### config.mk
export PLATFORM = sky130hd
export DESIGN_NAME = seg_scan_ctrl
export DESIGN_NICKNAME = d
export VERILOG_FILES = /design/src/rtl/seg_scan_ctrl.sv
export SDC_FILE = /design/constraint.sdc
export NUM_CORES = 1
export LEC_CHECK = 0
export BUFFER_PORTS_ARGS = -buffer_cell sky130_fd_sc_hd__buf_2
export CAP_MARGIN = 10
export CORE_MARGIN = 3
export CORE_UTILIZATION = 57
export DETAILED_ROUTE_END_ITERATION = 12
export GPL_TIMING_DRIVEN = 0
export HOLD_SLACK_MARGIN = 0.02
export PLACE_DENSITY = 0.88
export SLEW_MARGIN = 40
export SYNTH_ARGS = -nofsm -noshare
export SYNTH_HDL_FRONTEND = slang
export SYNTH_SLANG_ARGS = --single-unit
### constraint.sdc
create_clock -name clk_25mhz -period 7 [get_ports clk_25mhz]
set_clock_uncertainty 0.2 [all_clocks]
set_input_delay 0 -clock clk_25mhz [delete_from_list [all_inputs] [get_ports clk_25mhz]]
set_output_delay 0 -clock clk_25mhz [all_outputs]
set_load 0.05 [all_outputs]
### src/rtl/seg_scan_ctrl.sv
// Three-digit multiplexed hex display scanner with a one-deep pending write slot; SEG_SCAN_BLANK_EN adds leading-zero blanking.
// Latency: dig/blank/wr_ready are combinational; a write is displayed from the first frame boundary after its transfer.
// Backpressure: wr_ready drops while a value is pending and reopens only in the boundary cycle that consumes it.
module seg_scan_ctrl #(
   parameter int DWELL = 131072,
   parameter int CNT_W = 18
) (
   input  logic              clk_25mhz,
   input  logic              rst_n,
   input  logic              wr_valid,
   input  logic [11:0]       wr_data,
   output logic              wr_ready,
   output logic [2:0]        ca,
   output logic [3:0]        dig,
   output logic              blank,
   output logic              frame_done
);

   localparam logic [CNT_W-1:0] CNT_LAST = CNT_W'(DWELL - 1);
   localparam logic [2:0]       CA_D0    = 3'b110;
   localparam logic [2:0]       CA_D1    = 3'b101;
   localparam logic [2:0]       CA_D2    = 3'b011;

   logic [CNT_W-1:0] cnt_q, cnt_d;
   logic [2:0]       ca_q, ca_d;
   logic [11:0]      disp_q, disp_d;
   logic [11:0]      pend_q, pend_d;
   logic             pend_v_q, pend_v_d;
   logic             frame_done_q, frame_done_d;

   logic last_dwell;
   logic boundary;
   logic xfer;

   assign last_dwell = (cnt_q == CNT_LAST);
   assign boundary   = last_dwell && (ca_q == CA_D2);
   assign xfer       = wr_valid && wr_ready;

   always_ff @(posedge clk_25mhz or negedge rst_n) begin
      if (!rst_n) begin
         cnt_q        <= '0;
         ca_q         <= CA_D0;
         disp_q       <= '0;
         pend_q       <= '0;
         pend_v_q     <= 1'b0;
         frame_done_q <= 1'b0;
      end else begin
         cnt_q        <= cnt_d;
         ca_q         <= ca_d;
         disp_q       <= disp_d;
         pend_q       <= pend_d;
         pend_v_q     <= pend_v_d;
         frame_done_q <= frame_done_d;
      end
   end

   always_comb begin
      cnt_d        = last_dwell ? '0 : cnt_q + CNT_W'(1);
      ca_d         = last_dwell ? {ca_q[1:0], ca_q[2]} : ca_q;
      disp_d       = disp_q;
      pend_d       = pend_q;
      pend_v_d     = pend_v_q | xfer;
      frame_done_d = boundary;
      // The display takes the old pending value before a same-cycle write replaces it.
      if (boundary) begin
         if (pend_v_q) disp_d = pend_q;
         pend_v_d = xfer;
      end
      if (xfer) pend_d = wr_data;
   end

   always_comb begin
      wr_ready   = !pend_v_q || boundary;
      ca         = ca_q;
      frame_done = frame_done_q;
      dig        = 4'h0;
      blank      = 1'b0;
      case (ca_q)
         CA_D0: dig = disp_q[3:0];
         CA_D1: begin
            dig = disp_q[7:4];
`ifdef SEG_SCAN_BLANK_EN
            blank = (disp_q[11:4] == 8'h00);
`endif
         end
         CA_D2: begin
            dig = disp_q[11:8];
`ifdef SEG_SCAN_BLANK_EN
            blank = (disp_q[11:8] == 4'h0);
`endif
         end
         default: begin
            dig   = 4'h0;
            blank = 1'b1;
         end
      endcase
   end

endmodule
==> results.ini, run 1 <==
[setup_path]
startpoint_type=flip-flop
end_kind=output pin
cp_slowest_cell=o31ai_1
reg2reg_from=cnt_q[0]$_DFF_PN0_
path_class=reg2out
crit_chain=ha_1 > nand3_1 > or4_4 > o31ai_1 > buf_2 > buf_2
reg2reg_slack_ns=3.85
worst-path-buf-inv=2
critical_path_arrival_ns=3.02
r2r_end=pend_q[11]$_DFFE_PN0P_
cp_common_cell=buf_2
worstRegToRegCells=6
cp.required_ns=6.80
cpLargestDelayFamily=simple AND/OR/NAND/NOR gates
cp_max_fo=10
max_stage_delay_ns=0.61

[layout]
syn_to_final_growth_pct=22.0
antennaDiodeCount=0
fillers=219
final_area_um2=2630
regArea_um2=1180
utilization_pct=75.2
drive_gt1_share_pct=25.3
fin_nets=240
multiInputGateArea_um2=923

[route]
num_vias=1528
firstDrtPassIters=4
drc=0
vias_per_cell=5.64
wl_per_cell_um=15.6
ant_nets=0
drt_iter0_drc=96
finalWirelength_um=4220

[global_routing]
grtUsageTotal_pct=21.9
grt_max_degree=48
grt_pass1_wl_um=7400
grt_pass1_vias=1590
grt_antenna_before_repair=0
grt_overflow=0

[synth]
yosysMostFrequentCell=dfrtp_1
ys.warnings.count=0
synth_top_cell_area_share_pct=52.3
yosys-top-cells-count=dfrtp_1, nor2_1, a32o_1, and2_1
synthCells=177
ys_types=30
syn-num-nets=193
synth_edf_count=0
synth_area_um2=2150
synthTopCellsByArea=dfrtp_1, mux2_4, a32o_1
ys_ff_latch=47
synthArstFlopShare_pct=100
yosysSeqAreaShare_pct=54.7
ys.flop_type=dfrtp_1
yosysTopAreaCell=dfrtp_1
avgSynthCellArea_um2=12.2

[clock_tree]
ctsResizeCount=0
cts_root_buf=clkbuf_8
cts_tree=yes
cts.sinks=47
post_cts.repair.setup_buffers=0
clk_pin_slew_ns=0.09
cts_made_buffers=5
cts_hold_buffers=16
h-tree-depth=2
cts_buffer_depth=2
clk_latency_ns=0.30

[power]
irDropWorstVdd_uv=172
combPwrFrac_pct=3.2
p_switching_mw=0.0967
p_int_mw=0.422
swShare_pct=18.6
power_density_nw_per_um2=198
seqPwrFrac_pct=52.3
power_leakage_nw=1.26
clockPowerShare_pct=44.6

[timing]
rsz0062_at_grt=false
period_share_pct=46.1
holdWs_ns=0.0317
layout_min_cycle_time_ns=3.22
worstMarginPinSlew_ns=0.657
drv_slew=0
finalHoldViolCount=0
fmax_ghz=0.310
fin_tns_setup_ns=0
setup_viol=0
fin_ws_ns=3.78
max-slew-margin-rel_pct=55.8

[floorplanning]
die_area_um2=4550
die_w_um=67.5
coreArea_um2=3490
rows=21
dieHeight_um=67.5
initial_core_util_pct=61.6
ios=25

[run]
drv_cap=0

[placement]
portBuffers=24
dpl_cell_area_um2=2330
dp_hpwl_um=2750
dp_slack_ns=4.19
gp_congestion=0.838

[worst_hold_path]
hold_path.class=in2async

[outcome]
status=finished, final reports clean

worst max path at each step:
stage / startpoint / slack (ns) / to / depth (start not counted)
3_5_place_dp: cnt_q[0]$_DFF_PN0_ / 4.19 / wr_ready / 6
6_report: cnt_q[0]$_DFF_PN0_ / 3.78 / wr_ready / 6
3_3_place_gp: cnt_q[0]$_DFF_PN0_ / 4.22 / wr_ready / 6
2_1_floorplan: cnt_q[0]$_DFF_PN0_ / 4.40 / pend_q[10]$_DFFE_PN0P_ / 6
4_1_cts: cnt_q[0]$_DFF_PN0_ / 3.82 / wr_ready / 6
5_1_grt: cnt_q[0]$_DFF_PN0_ / 3.57 / wr_ready / 6
layer usage:
layer / track usage (%) / vias to the layer above / wire, um / part of all wire (%)
li1: - / 738 / - / -
met1: 30.1 / 744 / 1940 / 46
met2: 35.2 / 38 / 2040 / 48
met3: 4.49 / 8 / 179 / 4.2
met4: 6.08 / 0 / 53 / 1.3
met5: 0 / - / 0 / 0
cell families after synthesis:
group,share of synthesized area [%]
and+or+nand+nor,16.2
DFF,54.7
AOI/OAI and AO/OA,10.2
muxes,10.6
xor gates and xnor gates,5.29
buffers and inverters,2.38
adders and majority gates,0.581
metrics by stage:
| stage | instances | total power, mW |
|---|---|---|
| floorplan | 177 | 0.278 |
| global placement | 247 | 0.287 |
| detailed placement | 247 | 0.287 |
| CTS | 271 | 0.521 |
| global route | 271 | 0.535 |
| finish | 271 | 0.519 |
worst register-to-register path, stage by stage (launching register included):
cell	delay (ns)
dfrtp_1	0.41
ha_1	0.22
nand3_1	0.24
or4_4	0.59
or4_1	0.59
a32o_1	0.23
dlygate4sd3_1	0.55
power groups by stage:
stage / registers, mW / logic (mW) / clock network, mW
2_1_floorplan: 0.277 / 0.000962 / 0
6_report: 0.271 / 0.0164 / 0.231
3_3_place_gp: 0.277 / 0.0105 / 0
5_1_grt: 0.271 / 0.0187 / 0.245
4_1_cts: 0.271 / 0.0165 / 0.233
3_5_place_dp: 0.277 / 0.0106 / 0
flip-flops by register name (all words and copies together), names as in the netlist:
name	flops
ca	3
cnt_q	18
disp_q	12
frame_done	1
pend_q	12
pend_v_q	1
final cells by class:
type                       count  area share [%]
timing repair buffer          40            10.8
sequential                    47            44.9
tap                           46            2.19
clock buffer                   6            2.76
multi-input combinational    119            35.2
inverter                       4           0.572
clock inverter                 2            2.29
buffer                         7            1.38
placed cells by master (no fill, tap or decap), drive strengths merged:
master,Yosys,final
a21oi,2,2
a22o,8,8
a32o,12,12
and2,12,12
buf,3,27
bufinv,0,2
clkbuf,4,10
dfrtp,45,45
dfstp,2,2
dlygate4sd3,0,16
ha,1,1
inv,4,4
mux2,16,16
mux2i,1,1
nand2,10,10
nand3,6,6
nand4,4,4
nor2,13,13
nor2b,4,4
nor3,5,5
nor4,4,4
o21a,1,1
o21ai,1,1
o31ai,1,1
or2,2,2
or4,3,3
xnor2,7,7
xor2,6,6
Note: power is estimated with default switching activity, not from simulation.
==> inputs of run 2 (changes only) <==
- clock period: 7 -> 3.25 ns (I/O delays scaled with it)
==> results.ini, run 2 (synthesis results as in run 1) <==
[global_routing]
grt_max_degree=48  ; unchanged
grtUsageTotal_pct=21.9  ; unchanged
grt_overflow=0  ; unchanged
grt_antenna_before_repair=0  ; unchanged
grt_pass1_wl_um=7400  ; unchanged
grt_pass1_vias=1590  ; unchanged

[timing]
fin_ws_ns=0.173  ; -3.60 ns
period_share_pct=94.7
setup_viol=0  ; unchanged
fin_tns_setup_ns=0  ; unchanged
rsz0062_at_grt=false
layout_min_cycle_time_ns=3.08
fmax_ghz=0.325
finalHoldViolCount=0  ; unchanged
drv_slew=0  ; unchanged
worstMarginPinSlew_ns=0.598  ; -0.0591 ns
holdWs_ns=0.0268  ; -0.00493 ns
max-slew-margin-rel_pct=59.8  ; +3.9 points

[clock_tree]
cts_made_buffers=5  ; unchanged
h-tree-depth=2  ; unchanged
clk_pin_slew_ns=0.09  ; about the same
cts.sinks=47  ; unchanged
clk_latency_ns=0.31  ; about the same
cts_tree=yes
post_cts.repair.setup_buffers=0  ; unchanged
cts_root_buf=clkbuf_8
cts_buffer_depth=2  ; unchanged

[floorplanning]
die_w_um=67.5  ; unchanged
initial_core_util_pct=61.6  ; unchanged
dieHeight_um=67.5  ; unchanged
rows=21  ; unchanged
ios=25  ; unchanged
die_area_um2=4550  ; unchanged
coreArea_um2=3490  ; unchanged

[power]
power_leakage_nw=1.27  ; +0.13%
power_density_nw_per_um2=425  ; +120%
irDropWorstVdd_uv=370  ; +120%
power_mw=1.12  ; +120%

[layout]
antennaDiodeCount=0  ; unchanged
final_area_um2=2640  ; +0.38%
largest_reg_flops=18  ; unchanged
stdcell_count=271  ; unchanged
largest_register=cnt_q
final_cell_mix=dfrtp_1, buf_2, dlygate4sd3_1
layout_commonest_cell=dfrtp_1
reg_top3=cnt_q x18, disp_q x12, pend_q x12
utilization_pct=75.4  ; +0.29 points
drive_gt1_share_pct=26.2  ; +0.89 points
syn_to_final_growth_pct=22.4
fin_nets=240  ; unchanged

[placement]
dpl_cell_area_um2=2330  ; unchanged
gp_congestion=0.838  ; unchanged
dp_hpwl_um=2750  ; unchanged
dp.cells=247  ; unchanged
portBuffers=24  ; unchanged
dp_slack_ns=0.445  ; -3.75 ns

[route]
firstDrtPassIters=4  ; unchanged
vias_per_cell=5.60  ; -0.72%
wl_per_cell_um=15.6  ; +0.12%
num_vias=1517  ; -0.72%
ant_nets=0  ; unchanged
drc=0  ; unchanged
finalWirelength_um=4220  ; +0.12%
drt_iter0_drc=87  ; -9.4%

[setup_path]
cpLargestDelayFamily=simple AND/OR/NAND/NOR gates
cp_max_fo=6  ; -4
startpoint_type=flip-flop
path_class=reg2reg
cp.required_ns=3.24  ; -3.56 ns
cp_slowest_cell=or4_1
crit_chain=ha_1 > nand3_2 > or4_4 > or4_1 > a32o_1 > dlygate4sd3_1
end_kind=flip-flop
max_stage_delay_ns=0.58  ; -0.03 ns
worst-path-buf-inv=1  ; -1
critical_path_arrival_ns=3.07  ; +0.05 ns

[run]
drv_cap=0  ; unchanged

[outcome]
status=finished, final reports clean

[worst_hold_path]
hold_path.class=in2async

[run 2: path summary, 6_finish.rpt]
path                                          start                     end  slack, ns  cells after the start
worst min-delay path                          rst_n      cnt_q[5]$_DFF_PN0_       0.03                      2
min in group clk_25mhz          cnt_q[16]$_DFF_PN0_     cnt_q[16]$_DFF_PN0_       0.27                      1
max in group asynchronous                     rst_n   pend_q[0]$_DFFE_PN0P_       2.45                      2
worst max register to register   cnt_q[0]$_DFF_PN0_  pend_q[11]$_DFFE_PN0P_       0.17                      6
worst min register to register  cnt_q[16]$_DFF_PN0_     cnt_q[16]$_DFF_PN0_       0.27                      1
worst max-delay path             cnt_q[0]$_DFF_PN0_  pend_q[11]$_DFFE_PN0P_       0.17                      6
[run 2: routing by layer]
metal | part of all wire (%) | vias to the layer above | global-route usage, %
li1 | - | 735 | -
met1 | 46 | 741 | 30.1
met2 | 49 | 32 | 35.2
met3 | 4.2 | 9 | 4.49
met4 | 1.5 | 0 | 6.08
met5 | 0 | - | 0
[run 2: repair_timing]
action                     CTS  global route
hold buffers                16             0
setup endpoints to repair    0             3
hold endpoints to repair    60             0
gates resized for setup      0             2
[run 2: power by group]
group	internal [mW]	switching, mW	leakage, nW	total (mW)
logic	0.0178	0.0176	0.570	0.0354
clock network	0.307	0.193	0.0654	0.500
registers	0.584	0	0.630	0.584
total	0.909	0.211	1.27	1.12
[run 2: cell type report]
class | count | area, um^2
fillers | 218 | 858
plain buffers | 7 | 36.3
flip-flops and latches | 47 | 1180
well taps | 46 | 57.6
multi-input cells | 119 | 933
clock buffers | 6 | 72.6
inverters | 4 | 15.0
clock inverters | 2 | 60.1
repair buffers | 40 | 283
[run 2: worst reg2reg max path, delay by kind of cell (launching register included)]
family / cells / cell delay [ns]
buffers and inverters: 1 / 0.55
AND/OR/NAND/NOR: 3 / 1.33
adder cells (fa/ha/maj): 1 / 0.24
flip-flops: 1 / 0.41
AO/OA/AOI/OAI: 1 / 0.23
==> inputs of run 3 (changes only) <==
- CTS_BUF_LIST: not set -> sky130_fd_sc_hd__clkbuf_8
==> results.ini, run 3 (synthesis results as in run 1) <==
[power]
power_leakage_nw=1.27  ; +0.33%
p_switching_mw=0.206  ; -2.3%
combPwrFrac_pct=3.2  ; about the same
clockPowerShare_pct=44.3  ; -0.4 points
swShare_pct=18.5  ; -0.30 points
power_density_nw_per_um2=422  ; -0.72%
irDropWorstVdd_uv=371  ; +0.13%
p_int_mw=0.906  ; -0.35%
seqPwrFrac_pct=52.5  ; +0.3 points

[setup_path]
r2r_end=pend_q[11]$_DFFE_PN0P_
cp-endpoint=pend_q[11]$_DFFE_PN0P_
cp_max_fo=6  ; unchanged
cp.required_ns=3.23  ; about the same
startpoint_type=flip-flop
critical_path_arrival_ns=3.06  ; about the same
end_kind=flip-flop
path_class=reg2reg
reg2reg_slack_ns=0.18  ; about the same
reg2reg_from=cnt_q[0]$_DFF_PN0_
cp-startpoint=cnt_q[0]$_DFF_PN0_
worstRegToRegCells=6  ; unchanged

[layout]
reg_top3=cnt_q x18, disp_q x12, pend_q x12
largest_register=cnt_q
final_cell_mix=dfrtp_1, buf_2, dlygate4sd3_1
fin_nets=240  ; unchanged
layout_commonest_cell=dfrtp_1
drive_gt1_share_pct=26.2  ; unchanged
fillers=218  ; unchanged
syn_to_final_growth_pct=22.4  ; unchanged
antennaDiodeCount=0  ; unchanged
utilization_pct=75.4  ; unchanged
largest_reg_flops=18  ; unchanged

[global_routing]
grt_pass1_wl_um=7400  ; unchanged
grt_max_degree=48  ; unchanged
grt_pass1_vias=1590  ; unchanged
grt_antenna_before_repair=0  ; unchanged
grtUsageTotal_pct=21.9  ; unchanged
grt_overflow=0  ; unchanged

[floorplanning]
rows=21  ; unchanged
initial_core_util_pct=61.6  ; unchanged
die_w_um=67.5  ; unchanged
coreArea_um2=3490  ; unchanged
die_area_um2=4550  ; unchanged
ios=25  ; unchanged
dieHeight_um=67.5  ; unchanged

[timing]
fmax_ghz=0.325  ; +0.14%
max-slew-margin-rel_pct=59.8  ; unchanged
drv_slew=0  ; unchanged
finalHoldViolCount=0  ; unchanged
worstMarginPinSlew_ns=0.598  ; +0.000000119 ns
fin_ws_ns=0.178  ; +0.00427 ns
setup_viol=0  ; unchanged
layout_min_cycle_time_ns=3.07  ; -0.00427 ns
period_share_pct=94.5  ; -0.13 points
fin_tns_setup_ns=0  ; unchanged
rsz0062_at_grt=false

[placement]
gp_congestion=0.838  ; unchanged
portBuffers=24  ; unchanged
dp_slack_ns=0.445  ; unchanged
dp_hpwl_um=2750  ; unchanged

[clock_tree]
cts_tree=yes
cts_made_buffers=5  ; unchanged
clk_latency_ns=0.30  ; about the same
h-tree-depth=2  ; unchanged
cts_buffer_depth=2  ; unchanged
clk_pin_slew_ns=0.08  ; about the same
post_cts.repair.setup_buffers=0  ; unchanged
cts_root_buf=clkbuf_8
cts.sinks=47  ; unchanged

[worst_hold_path]
hold_path.class=in2async

[route]
ant_nets=0  ; unchanged
firstDrtPassIters=4  ; unchanged
drc=0  ; unchanged
vias_per_cell=5.59  ; -0.13%
finalWirelength_um=4190  ; -0.69%
wl_per_cell_um=15.5  ; -0.69%
num_vias=1515  ; -0.13%
drt_iter0_drc=95  ; +9.2%

[outcome]
status=finished, final reports clean

[run]
drv_cap=0  ; unchanged

-- run 3: changes by cell type in the layout (fill, tap and decap cells not counted) --
| cell | before | now |
|---|---|---|
| inv_1 | 4 | 5 |
| clkbuf_1 | 5 | 4 |
-- run 3: area by class of cell --
type / count / area (um^2) / share of cell area, %
plain buffers: 7 / 36.3 / 1.38
clock buffers: 5 / 68.8 / 2.61
clock inverters: 3 / 63.8 / 2.42
inverters: 4 / 15.0 / 0.570
multi-input cells: 119 / 933 / 35.4
flip-flops and latches: 47 / 1180 / 44.7
well taps: 46 / 57.6 / 2.18
repair buffers: 40 / 283 / 10.7
-- run 3: worst min path at each step --
stage / start / end / slack, ns / cells after the start
after detailed placement: rst_n / frame_done$_DFF_PN0_ / -0.17 / 1
after global placement: rst_n / cnt_q[6]$_DFF_PN0_ / 0.02 / 1
after global routing: rst_n / cnt_q[15]$_DFF_PN0_ / 0.10 / 2
after floorplan: rst_n / ca[0]$_DFFE_PN0N_ / -0.50 / 0
final: rst_n / cnt_q[5]$_DFF_PN0_ / 0.03 / 2
after CTS: rst_n / ca[0]$_DFFE_PN0N_ / 0.04 / 2
-- run 3: worst max-delay path: stages (launching register included) --
cell,delay [ns]
dfrtp_1,0.41
ha_1,0.24
nand3_2,0.17
or4_4,0.57
or4_1,0.59
a32o_1,0.23
dlygate4sd3_1,0.55
-- run 3: per-stage QoR --
stage | instance area [um^2] | total power, mW | hold slack [ns] | std cells
after floorplan | 2150 | 0.598 | -0.496 | 177
after global placement | 2330 | 0.619 | 0.0205 | 247
after detailed placement | 2330 | 0.619 | -0.169 | 247
after CTS | 2630 | 1.12 | 0.0445 | 271
after global routing | 2640 | 1.15 | 0.100 | 271
final | 2640 | 1.11 | 0.0313 | 271
-- run 3: power by group through the flow --
stage | clock network, mW | logic (mW) | registers [mW]
final | 0.492 | 0.0353 | 0.584
after global routing | 0.524 | 0.0402 | 0.584
after CTS | 0.499 | 0.0355 | 0.584
after detailed placement | 0 | 0.0228 | 0.596
after global placement | 0 | 0.0227 | 0.596
after floorplan | 0 | 0.00207 | 0.596
-- run 3: repair_timing --
item / in CTS / in global routing
resized for setup: 0 / 2
hold endpoints to repair: 60 / 0
hold buffers: 16 / 0
endpoints found under the setup margin: 0 / 3
-- run 3: per-layer routing --
| layer | up-vias | share of wire [%] | GRT usage (%) |
|---|---|---|---|
| li1 | 735 | - | - |
| met1 | 736 | 46 | 30.1 |
| met2 | 37 | 48 | 35.2 |
| met3 | 7 | 4.1 | 4.49 |
| met4 | 0 | 1.3 | 6.08 |
| met5 | - | 0 | 0 |
